--- config.mk ---
export PLATFORM = sky130hd
export DESIGN_NAME = factorial_ctrl
export DESIGN_NICKNAME = d
export VERILOG_FILES = /design/src/rtl/factorial_pkg.sv /design/src/rtl/factorial_ctrl.sv
export SDC_FILE = /design/constraint.sdc
export NUM_CORES = 1
export LEC_CHECK = 0
export CORE_ASPECT_RATIO = 0.6
export CORE_UTILIZATION = 45
export DETAILED_ROUTE_END_ITERATION = 7
export HOLD_SLACK_MARGIN = 0.05
export PLACE_DENSITY = 0.84
export SETUP_SLACK_MARGIN = 0.15
export SYNTH_ARGS = -nofsm -noshare
export SYNTH_HDL_FRONTEND = slang
export SYNTH_SLANG_ARGS = --single-unit
--- constraint.sdc ---
create_clock -name i_clk -period 3.96 [get_ports i_clk]
set_clock_uncertainty 0.05 [all_clocks]
set_input_delay 0.99 -clock i_clk [delete_from_list [all_inputs] [get_ports i_clk]]
set_output_delay 0.99 -clock i_clk [all_outputs]
set_load 0.02 [all_outputs]
--- src/rtl/factorial_pkg.sv ---
// Shared encodings for the factorial controller: FSM states and the
// datapath accumulator (A) / down-counter (B) write-select codes.
package factorial_pkg;

  typedef enum logic [1:0] {
    ST_IDLE = 2'b00,
    ST_LOAD = 2'b01,
    ST_RUN  = 2'b10,
    ST_DONE = 2'b11
  } state_t;

  localparam logic [1:0] WA_HOLD = 2'b00;
  localparam logic [1:0] WA_MUL  = 2'b01;
  localparam logic [1:0] WA_INIT = 2'b10;

  localparam logic [1:0] WB_LOAD = 2'b00;
  localparam logic [1:0] WB_DEC  = 2'b01;
  localparam logic [1:0] WB_HOLD = 2'b10;

endpackage

--- src/rtl/factorial_ctrl.sv ---
// Factorial sequencer: steps an external A/B datapath to compute N!, then
// holds the result under a valid/ready handshake. Rejects oversize operands.
//
// state | meaning
// IDLE  | waiting for i_start; datapath held
// LOAD  | A<=1, B<=N
// RUN   | A<=A*B, B<=B-1 until B==0, or watchdog abort
// DONE  | result/err valid until i_ready
module factorial_ctrl
  import factorial_pkg::*;
#(
  parameter int W      = 8,
  parameter int P_NMAX = 8
) (
  input  logic           i_clk,
  input  logic           i_rst,
  input  logic           i_start,
  input  logic [W-1:0]   i_n,
  input  logic           i_ready,
  output logic           o_busy,
  output logic           o_valid,
  output logic [2*W-1:0] o_result,
  output logic           o_err,
  output logic [W-1:0]   o_iter,
  output logic [W-1:0]   o_n,
  output logic [1:0]     o_wa,
  output logic [1:0]     o_wb,
  input  logic           i_z,
  input  logic [2*W-1:0] i_a
);

  localparam logic [W-1:0] NMAX = W'(P_NMAX);

  state_t state, state_nxt;
  logic   accept, reject, mul, capture, abort;

  always_ff @(posedge i_clk or posedge i_rst) begin
    if (i_rst) begin
      state    <= ST_IDLE;
      o_n      <= '0;
      o_iter   <= '0;
      o_result <= '0;
      o_err    <= 1'b0;
    end else begin
      state <= state_nxt;
      if (accept) begin
        o_n      <= i_n;
        o_iter   <= '0;
        o_err    <= 1'b0;
        o_result <= '0;
      end
      if (reject || abort) begin
        o_result <= '0;
        o_err    <= 1'b1;
      end
      if (mul)     o_iter   <= o_iter + 1'b1;
      if (capture) o_result <= i_a;
    end
  end

  always_comb begin
    state_nxt = state;
    o_wa      = WA_HOLD;
    o_wb      = WB_HOLD;
    accept    = 1'b0;
    reject    = 1'b0;
    mul       = 1'b0;
    capture   = 1'b0;
    abort     = 1'b0;
    case (state)
      ST_IDLE: begin
        if (i_start) begin
          if (i_n <= NMAX) begin
            accept    = 1'b1;
            state_nxt = ST_LOAD;
          end else begin
            reject    = 1'b1;
            state_nxt = ST_DONE;
          end
        end
      end
      ST_LOAD: begin
        o_wa      = WA_INIT;
        o_wb      = WB_LOAD;
        state_nxt = ST_RUN;
      end
      ST_RUN: begin
        if (i_z) begin
          capture   = 1'b1;
          state_nxt = ST_DONE;
        end else if (o_iter == NMAX) begin
          // B should have reached zero by now; the datapath is stuck
          abort     = 1'b1;
          state_nxt = ST_DONE;
        end else begin
          mul  = 1'b1;
          o_wa = WA_MUL;
          o_wb = WB_DEC;
        end
      end
      ST_DONE: begin
        if (i_ready) state_nxt = ST_IDLE;
      end
      default: state_nxt = ST_IDLE;
    endcase
  end

  assign o_valid = (state == ST_DONE);
  assign o_busy  = (state != ST_IDLE);

endmodule

==> results of run 1 <==
[sequential cells by signal, indices dropped and copies added (netlist names)]
signal	flops
o_err	1
o_iter	8
o_n	8
o_result	16
state	2
[worst register-to-register path, stage by stage (launching register included)]
cell     delay (ns)
dfrtp_1        0.44
inv_1          0.12
ha_1           0.20
and2_2         0.19
nand3_1        0.33
and2_4         0.34
a221o_1        0.34
[stage by stage]
step           setup WS [ns]  power (mW)
6_report               0.296        1.87
5_1_grt                0.227        1.97
4_1_cts                0.189        1.89
3_5_place_dp           0.211        1.50
3_3_place_gp           0.277        1.46
2_1_floorplan           1.00        1.09
[timing repair]
action / in CTS / in global routing
gates resized for setup: 0 / 1
endpoints found under the hold margin: 0 / 0
endpoints found under the setup margin: 0 / 1
[cell usage after synthesis, drive strengths merged]
library cell / count / area share
a221o: 1 / 0.0062
xnor2: 1 / 0.0054
a21o: 4 / 0.023
nand2b: 3 / 0.012
xor2: 1 / 0.0054
a21oi: 6 / 0.021
buf: 4 / 0.019
nor2: 2 / 0.0046
nor4: 1 / 0.0077
inv: 8 / 0.019
o31ai: 1 / 0.0046
nor3b: 1 / 0.0077
nand3: 5 / 0.015
ha: 7 / 0.054
nand2: 5 / 0.012
nor4b: 1 / 0.015
mux2i: 1 / 0.0062
a31oi: 1 / 0.0039
a2bb2oi: 1 / 0.0054
clkbuf: 2 / 0.0046
mux2: 4 / 0.028
dfrtp: 35 / 0.54
and3: 1 / 0.0039
or2: 1 / 0.0039
o21ai: 5 / 0.015
o2bb2ai: 1 / 0.0054
a211o: 1 / 0.0054
nor3: 3 / 0.0093
a22o: 18 / 0.098
and2: 9 / 0.038
[cell families after synthesis]
| group | share of synthesized area |
|---|---|
| simple gates | 0.129 |
| xor+xnor | 0.0108 |
| fa+ha+maj | 0.0542 |
| flops | 0.542 |
| buf+inv | 0.0418 |
| mux | 0.0341 |
| compound gates | 0.188 |
[final cells by class]
cell class	instances	area (um^2)
fill	211	885
clock inverter	3	67.6
clock buffer	5	68.8
multi-input combinational	85	672
sequential	35	876
inverter	8	30.0
tap	45	56.3
timing repair buffer	69	688
[final timing paths]
| check | end | cells after the start | slack (ns) |
|---|---|---|---|
| setup / recovery | o_wa[0] | 5 | 0.30 |
| hold / removal | o_n[5] | 1 | 0.44 |
| setup reg to reg | o_iter[5] | 6 | 1.83 |
| hold reg to reg | o_n[5] | 1 | 0.44 |
| max in group asynchronous | o_n[6] | 3 | 1.94 |
| min in group asynchronous | o_result[14] | 2 | 1.21 |
[metal layers]
metal / GRT usage / up-vias / wire length (um)
li1: - / 615 / -
met5: 0 / - / 0
met2: 0.388 / 44 / 2040
met4: 0.0545 / 0 / 18
met1: 0.304 / 655 / 1810
met3: 0.0736 / 2 / 249
[report_power, final]
group | leakage [nW] | internal (mW) | switching (mW)
sequential | 0.456 | 0.486 | 0.105
clock | 0.0644 | 0.251 | 0.131
combinational | 0.604 | 0.447 | 0.452
==> results.cfg, run 1 <==
[final_layout]
fin_cells = 250
finalInstanceArea_um2 = 2460
final_util = 0.735
n_antenna_cell = 0
final_common_cell = clkdlybuf4s50_1
final_layout_size_suffix_gt1_frac = 0.112
syn_to_final_growth_pct = 52.2
nets = 240
final_cell_mix = clkdlybuf4s50_1, dfrtp_1, a22o_1, inv_1, ha_1

[clocking]
cts_sinks = 35
cts.path.max_buffers = 2
clock-root-buffer = clkbuf_8
htreeDepth = 2
cts_setup_buffers = 0
clkTransAtPathRegs_ns = 0.07
clkLatencyLatePin_ns = 0.29
cts-hold-fix-buffers = 0
numCtsBuffers = 5
cts_tree = done

[hold_path]
min_from = o_n[5]
hold_path_class = flip-flop to flip-flop

[critical_path]
slowest_delay_ns = 0.62
end_kind = output pin
crit_chain = clkdlybuf4s50_1 > nand2b_1 > a21oi_1 > and2_1 > clkdlybuf4s50_1
worst_path_max_delay_cell = clkdlybuf4s50_1
critical_path_arrival_ns = 2.62
r2r_start = state[0]
critPathLaunch = i_z
cpMostUsedCell = clkdlybuf4s50_1
worstSetupPathType = primary input to output pin
path_delay_family = buffers and inverters
crit_path_start_kind = primary input
crit_buf_inv = 2
critPathMaxFanout = 4
worst_ep_required_time_ns = 2.92

[global_routing]
grt_first_pass_wirelength_um = 6730
antenna_found_initial = 0
grt_usage = 0.235
globalRouteOverflowTotal = 0
grt_start_max_net_pins = 29
grt_pass1_vias = 1356

[floorplanning]
core-area_um2 = 3340
die_h_um = 48.4
die_x_um = 79.3
row_count = 16
initial_core_util = 0.483
ioPinCount = 68
die_area_um2 = 3840

[timing]
relSlewSlack = 0.305
setup_viol = 0
fmax_mhz = 273
min_period_ns = 3.66
hold_slack_ns = 0.443
timing.final.crit_share = 0.925
slew_viol_final = 0
tightest_slew_ns = 1.04
rsz0062_at_grt = no
tns_ns = 0
hold_violations = 0

[synth]
ys_seq_elements = 35
avgSynthCellArea_um2 = 12.1
synth_fp_nets = 170
netlist_area_um2 = 1620
syn_inst = 134
yosysUniqueCellTypes = 36
yosysWarnings = 0
yosysSeqAreaShare = 0.542

[route]
routed_via_density = 5.26
drtPass1Iterations = 4
drt_wl_total_um = 4120
vias = 1316
ant_nets = 0
drt_iter0_drc = 83
remaining_drc_errors = 0
wl_per_cell_um = 16.5

[outcome]
status = finished, final reports clean

[power]
ir_drop_mv = 0.414
p_leak_nw = 1.13
power_density_nw_per_um2 = 762

[placement]
post_dp_cell_area_um2 = 2320
dpl.hpwl_um = 3110
dp_cells = 242
finalWeightedCongestion = 0.846
portBuffers = 67

[flow_run]
drv_cap = 0
No activity file was read; power rests on OpenSTA's default activity.
==> inputs of run 2 (changes only) <==
--- a/config.mk
+++ b/config.mk
@@ -5,6 +5,7 @@
 export SDC_FILE = /design/constraint.sdc
 export NUM_CORES = 1
 export LEC_CHECK = 0
+export CAP_MARGIN = 10
 export CORE_ASPECT_RATIO = 0.6
 export CORE_UTILIZATION = 45
 export DETAILED_ROUTE_END_ITERATION = 7
==> results of run 2 <==
Final layout, timing and power as in run 1 (identical DEF).
